[src/rtl/vault_alarm_ctrl.sv]
`default_nettype none
// ============================================================================
// Module   : vault_alarm_ctrl
// Purpose  : Vault alarm back-end. Grace-filters the raw alarm request,
//            latches the alarm, blinks the siren, checks the disarm code
//            with a wrong-code lockout, and shows a saturating event count
//            on a 7-segment display.
// Revision : 1.0 - initial release
// ============================================================================
module vault_alarm_ctrl #(
  parameter int          GRACE_CYCLES   = 4,
  parameter int          BLINK_HALF     = 2,
  parameter int          MAX_TRIES      = 3,
  parameter int          LOCKOUT_CYCLES = 8,
  parameter logic [3:0]  CODE           = 4'hA
) (
  input  logic       clk_2,
  input  logic       reset_n,
  input  logic       alarm_in,
  input  logic [3:0] code_in,
  input  logic       code_enter,
  output logic       siren,
  output logic       alarm_latched,
  output logic [1:0] state_o,
  output logic [3:0] event_count,
  output logic [1:0] tries,
  output logic [7:0] seg
);

  typedef enum logic [1:0] {
    ARMED   = 2'd0,
    PENDING = 2'd1,
    ALARM   = 2'd2,
    LOCKOUT = 2'd3
  } state_t;

  localparam int GW = $clog2(GRACE_CYCLES + 1);
  localparam int BW = $clog2(BLINK_HALF + 1);
  localparam int LW = $clog2(LOCKOUT_CYCLES + 1);

  localparam logic [GW-1:0] c_GRACE_LAST = GW'(GRACE_CYCLES - 1);
  localparam logic [BW-1:0] c_BLINK_LAST = BW'(BLINK_HALF - 1);
  localparam logic [LW-1:0] c_LOCK_LAST  = LW'(LOCKOUT_CYCLES - 1);
  localparam logic [1:0]    c_MAX_TRIES  = 2'(MAX_TRIES);

  state_t          state_q, state_d;
  logic [GW-1:0]   grace_q, grace_d;
  logic [BW-1:0]   blink_q, blink_d;
  logic [LW-1:0]   lock_q,  lock_d;
  logic            siren_q, siren_d;
  logic [1:0]      tries_q, tries_d;
  logic [3:0]      event_q, event_d;
  logic            enter_q;
  logic            press;
  logic            enter_alarm;

  assign press = code_enter & ~enter_q;

  // State register and counters; asynchronous active-low reset.
  always_ff @(posedge clk_2 or negedge reset_n) begin
    if (!reset_n) begin
      state_q <= ARMED;
      grace_q <= '0;
      blink_q <= '0;
      lock_q  <= '0;
      siren_q <= 1'b0;
      tries_q <= 2'd0;
      event_q <= 4'd0;
      enter_q <= 1'b0;
    end else begin
      state_q <= state_d;
      grace_q <= grace_d;
      blink_q <= blink_d;
      lock_q  <= lock_d;
      siren_q <= siren_d;
      tries_q <= tries_d;
      event_q <= event_d;
      enter_q <= code_enter;
    end
  end

  // Next-state logic: grace filter, blink timer, code checking, lockout.
  always_comb begin
    state_d     = state_q;
    grace_d     = grace_q;
    blink_d     = blink_q;
    lock_d      = lock_q;
    siren_d     = siren_q;
    tries_d     = tries_q;
    event_d     = event_q;
    enter_alarm = 1'b0;

    case (state_q)
      ARMED: begin
        if (alarm_in) begin
          if (GRACE_CYCLES == 1) begin
            enter_alarm = 1'b1;
          end else begin
            state_d = PENDING;
            grace_d = GW'(1);
          end
        end
      end
      PENDING: begin
        if (!alarm_in) begin
          state_d = ARMED;
          grace_d = '0;
        end else if (grace_q == c_GRACE_LAST) begin
          enter_alarm = 1'b1;
        end else begin
          grace_d = grace_q + 1'b1;
        end
      end
      ALARM: begin
        if (blink_q == c_BLINK_LAST) begin
          blink_d = '0;
          siren_d = ~siren_q;
        end else begin
          blink_d = blink_q + 1'b1;
        end
        // Correctness is checked first, so a good code can never also
        // trip the tries limit.
        if (press) begin
          if (code_in == CODE) begin
            state_d = ARMED;
            siren_d = 1'b0;
            tries_d = 2'd0;
            blink_d = '0;
          end else begin
            tries_d = tries_q + 2'd1;
            if ((tries_q + 2'd1) == c_MAX_TRIES) begin
              state_d = LOCKOUT;
              lock_d  = '0;
              siren_d = 1'b1;
            end
          end
        end
      end
      LOCKOUT: begin
        siren_d = 1'b1;
        if (lock_q == c_LOCK_LAST) begin
          state_d = ALARM;
          lock_d  = '0;
          tries_d = 2'd0;
          blink_d = '0;
        end else begin
          lock_d = lock_q + 1'b1;
        end
      end
      default: state_d = ARMED;
    endcase

    // A fresh alarm episode counts an event; a return from lockout does not.
    if (enter_alarm) begin
      state_d = ALARM;
      grace_d = '0;
      tries_d = 2'd0;
      blink_d = '0;
      siren_d = 1'b1;
      event_d = (event_q == 4'hF) ? event_q : event_q + 4'd1;
    end
  end

  // Hex digit decode of the event count, decimal point marks a latched alarm.
  always_comb begin
    seg = 8'h00;
    case (event_q)
      4'h0: seg[6:0] = 7'h3F;
      4'h1: seg[6:0] = 7'h06;
      4'h2: seg[6:0] = 7'h5B;
      4'h3: seg[6:0] = 7'h4F;
      4'h4: seg[6:0] = 7'h66;
      4'h5: seg[6:0] = 7'h6D;
      4'h6: seg[6:0] = 7'h7D;
      4'h7: seg[6:0] = 7'h07;
      4'h8: seg[6:0] = 7'h7F;
      4'h9: seg[6:0] = 7'h6F;
      4'hA: seg[6:0] = 7'h77;
      4'hB: seg[6:0] = 7'h7C;
      4'hC: seg[6:0] = 7'h39;
      4'hD: seg[6:0] = 7'h5E;
      4'hE: seg[6:0] = 7'h79;
      default: seg[6:0] = 7'h71;
    endcase
    seg[7] = alarm_latched;
  end

  assign alarm_latched = (state_q == ALARM) || (state_q == LOCKOUT);
  assign state_o       = state_q;
  assign siren         = siren_q;
  assign tries         = tries_q;
  assign event_count   = event_q;

endmodule
`default_nettype wire

[config.mk]
export PLATFORM = sky130hd
export DESIGN_NAME = vault_alarm_ctrl
export DESIGN_NICKNAME = d
export VERILOG_FILES = /design/src/rtl/vault_alarm_ctrl.sv
export SDC_FILE = /design/constraint.sdc
export NUM_CORES = 1
export LEC_CHECK = 0
export CAP_MARGIN = 10
export CORE_AREA = 2 2 54 56
export DETAILED_ROUTE_END_ITERATION = 7
export DIE_AREA = 0 0 56 58
export MAX_ROUTING_LAYER = met4
export PLACE_DENSITY = 0.75
export SYNTH_ARGS = -nofsm -noshare
export SYNTH_HDL_FRONTEND = slang
export SYNTH_SLANG_ARGS = --single-unit
[constraint.sdc]
create_clock -name clk_2 -period 2.2 [get_ports clk_2]
set_input_delay 0.44 -clock clk_2 [delete_from_list [all_inputs] [get_ports clk_2]]
set_output_delay 0.44 -clock clk_2 [all_outputs]
set_load 0.01 [all_outputs]
==> results of run 1 <==
[synth_stat cells (2+ instances only)]
cell       number
a21oi_1         8
a22o_1          3
a22oi_1         3
a31oi_1         3
buf_4           3
clkbuf_1        3
dfrtp_1        19
ha_1           12
inv_1          11
nand2_1        12
nand2b_1        3
nand3_1         5
nand4_1         3
nor2_1          8
nor2b_1         6
nor2b_4         2
o2111ai_1       2
o21a_1          2
o21ai_0         8
o31ai_1         2
o32a_1          2
xnor2_1         2
[timing repair]
action / CTS / global route
hold buffers: 0 / 0
gates resized for setup: 20 / 11
pin swaps: 0 / 0
buffers inserted: 0 / 1
endpoints found under the setup margin: 7 / 6
[power by group]
| group | internal (uW) | switching (uW) |
|---|---|---|
| Clock | 67.9 | 115 |
| Combinational | 684 | 609 |
| Sequential | 479 | 173 |
| Total | 1230 | 898 |
[final cells by class]
type                    count  area, um^2
clock inverters             1        5.00
repair buffers             39         324
well taps                  31        38.8
clock buffers               3        22.5
flip-flops and latches     19         475
fillers                   238        1030
multi-input cells          98         724
inverters                  11        41.3
[cells by family (layout without fill, tap and decap cells)]
family / count (synthesis) / after routing / share of synthesized area [%]
AO/OA/AOI/OAI: 37 / 37 / 19.7
flip-flops: 19 / 19 / 37.7
AND/OR/NAND/NOR: 44 / 44 / 19.5
XOR/XNOR: 2 / 2 / 1.39
buffers and inverters: 18 / 54 / 6.35
multiplexers: 3 / 3 / 3.48
adder cells (fa/ha/maj): 12 / 12 / 11.9
[sequential cells by signal, summed over array words and instances (netlist names)]
register and count:
siren 1, enter_q 1, lock_q 4, grace_q 3
event_count 4, blink_q 2, tries 2, state_o 2
[worst max path at each step]
stage                    from     end  slack, ns  depth (start not counted)
2_1_floorplan  event_count[0]  seg[3]       0.27                          5
3_3_place_gp   event_count[0]  seg[3]      0.008                          5
3_5_place_dp   event_count[1]  seg[3]      -0.06                          6
4_1_cts        event_count[0]  seg[3]      -0.09                          6
5_1_grt        event_count[0]  seg[3]      -0.03                          5
6_report       event_count[0]  seg[3]       0.04                          5
[metal layers]
layer | vias to the layer above | part of all wire (%)
li1 | 550 | -
met1 | 515 | 45
met2 | 22 | 51
met3 | 8 | 2.8
met4 | 0 | 1.9
met5 | - | 0
[metrics by stage]
step	setup TNS (ns)	util, %	total power, uW	cells	hold WS, ns
after floorplan	0	-	1370	135	0.144
after global placement	0	60.4	1910	197	0.461
after detailed placement	-0.0860	60.4	1980	197	0.480
after CTS	-0.118	61.7	2130	201	0.461
after global routing	-0.0254	61.3	2330	202	0.474
final	0	61.3	2130	202	0.458
[worst reg2reg max path: cells and delay by family (launching register included)]
family	cells	cell delay, ns
simple gates	3	0.44
mux	1	0.33
fa+ha+maj	2	0.42
flops	1	0.39
==> results.json, run 1 <==
{
  "max_slew_margin_pct": 67.4,
  "r2r_start": "grace_q[0]",
  "die_x_um": 56,
  "die_y_um": 58,
  "grt_max_degree": 20,
  "grt_pass1_vias": 1108,
  "syn_inst": 135,
  "antenna_left": 0,
  "floorplan.die_area_um2": 3250,
  "crit_path_top_delay_cell": "mux4_2",
  "drc_errors": 0,
  "p_leak_uw": 0.000731,
  "wl_per_cell_um": 13.1,
  "critPathKind": "reg -> out",
  "initial_core_util_pct": 47.3,
  "drive_above_1_share_pct": 21.1,
  "netlist_area_um2": 1260,
  "clockBufferDepth": 2,
  "final_cell_mix": "19 x dfrtp_1, 18 x clkdlybuf4s50_1, 14 x buf_4",
  "worstPathMaxFanout": 4,
  "yosysTopAreaCellShare_pct": 37.7,
  "irDropWorstVdd_mv": 0.911,
  "max_stage_delay_ns": 0.45,
  "viasPerCell": 5.42,
  "drtIter0Drc": 38,
  "rsz0062_at_grt": "yes",
  "n_antenna_cell": 0,
  "worst_pin_slew_ns": 0.488,
  "h-tree-depth": 1,
  "area_growth_pct": 29.5,
  "rr_endpoint": "event_count[3]",
  "place_area_um2": 1610,
  "cts.sinks": 19,
  "cp.required_ns": 1.76,
  "finalHoldViolations": 0,
  "synthFlopType": "dfrtp_1",
  "tritoncts": "yes",
  "dp_hpwl_um": 2090,
  "buffer_ports.inserted": 25,
  "synthArstFlopShare_pct": 100,
  "grt_use_met3_pct": 2.01,
  "cts_root_buf": "clkbuf_4",
  "worstSetupEndpointType": "output port",
  "critical-path-top-delay-family": "multiplexers",
  "seq_area_frac_synth_pct": 37.7,
  "skew_ns": 0.00379,
  "track_usage_pct": 18.5,
  "ys_types": 35,
  "syn_area_per_cell_um2": 9.33,
  "clkTransAtPathRegs_ns": 0.11,
  "numCtsBuffers": 3,
  "hp-class": "in -> async",
  "use_met1_pct": 21.2,
  "maxCapViolations": 0,
  "start_kind": "flip-flop",
  "grt_overflow": 0,
  "arrival_ns": 1.72,
  "synth_top_area_cell": "dfrtp_1",
  "grt_pass1_wl_um": 4660,
  "synth_edf_count": 0,
  "ys_ff_latch": 19,
  "fmax_mhz": 464,
  "top_usage_layer": "met2",
  "power_density_nw_per_um2": 1310,
  "final_common_cell": "dfrtp_1",
  "finalInstanceArea_um2": 1630,
  "synth_area_leaders": "dfrtp_1 38%, ha_1 12%, nand2_1 3.6%",
  "nNetsFinal": 192,
  "routed_wl_um": 2640,
  "slew_viol_final": 0,
  "synth_fp_nets": 155,
  "rrSetupSlack_ns": 0.52,
  "rows": 19,
  "antenna_found_initial": 0,
  "drtPass1Iterations": 4,
  "crit_chain": "buf_4 > ha_2 > mux4_2 > inv_1 > buf_2",
  "synth.yosys.warnings": 0,
  "fin_crit_sh_pct": 98.0,
  "crit_buf_inv": 3,
  "pre_cts_ws_ns": -0.0602,
  "min_period_ns": 2.16,
  "ff2ff_path_depth": 6,
  "fin_ws_ns": 0.0432,
  "io_pins": 26,
  "place.gp.congestion": 0.838,
  "worst_skew_pair.late_latency_ns": 0.31,
  "detailroute.via_count": 1095,
  "core_um2": 2660,
  "use_met2_pct": 32.9,
  "outcome": "finished, final reports clean",
  "setup_viol": 0
}
Power figures use the tool's default switching activity.
==> run 2: changes to the inputs <==
--- a/config.mk
+++ b/config.mk
@@ -14,3 +14,4 @@
 export SYNTH_ARGS = -nofsm -noshare
 export SYNTH_HDL_FRONTEND = slang
 export SYNTH_SLANG_ARGS = --single-unit
+export TNS_END_PERCENT = 30
==> results of run 2 <==
No change in the layout: final DEF, timing and power equal those of run 1.
==> run 3: changes to the inputs <==
--- a/config.mk
+++ b/config.mk
@@ -9,6 +9,7 @@
 export CORE_AREA = 2 2 54 56
 export DETAILED_ROUTE_END_ITERATION = 7
 export DIE_AREA = 0 0 56 58
+export GPL_ROUTABILITY_DRIVEN = 1
 export MAX_ROUTING_LAYER = met4
 export PLACE_DENSITY = 0.75
 export SYNTH_ARGS = -nofsm -noshare
==> results of run 3 <==
No change in the layout: final DEF, timing and power equal those of run 1.
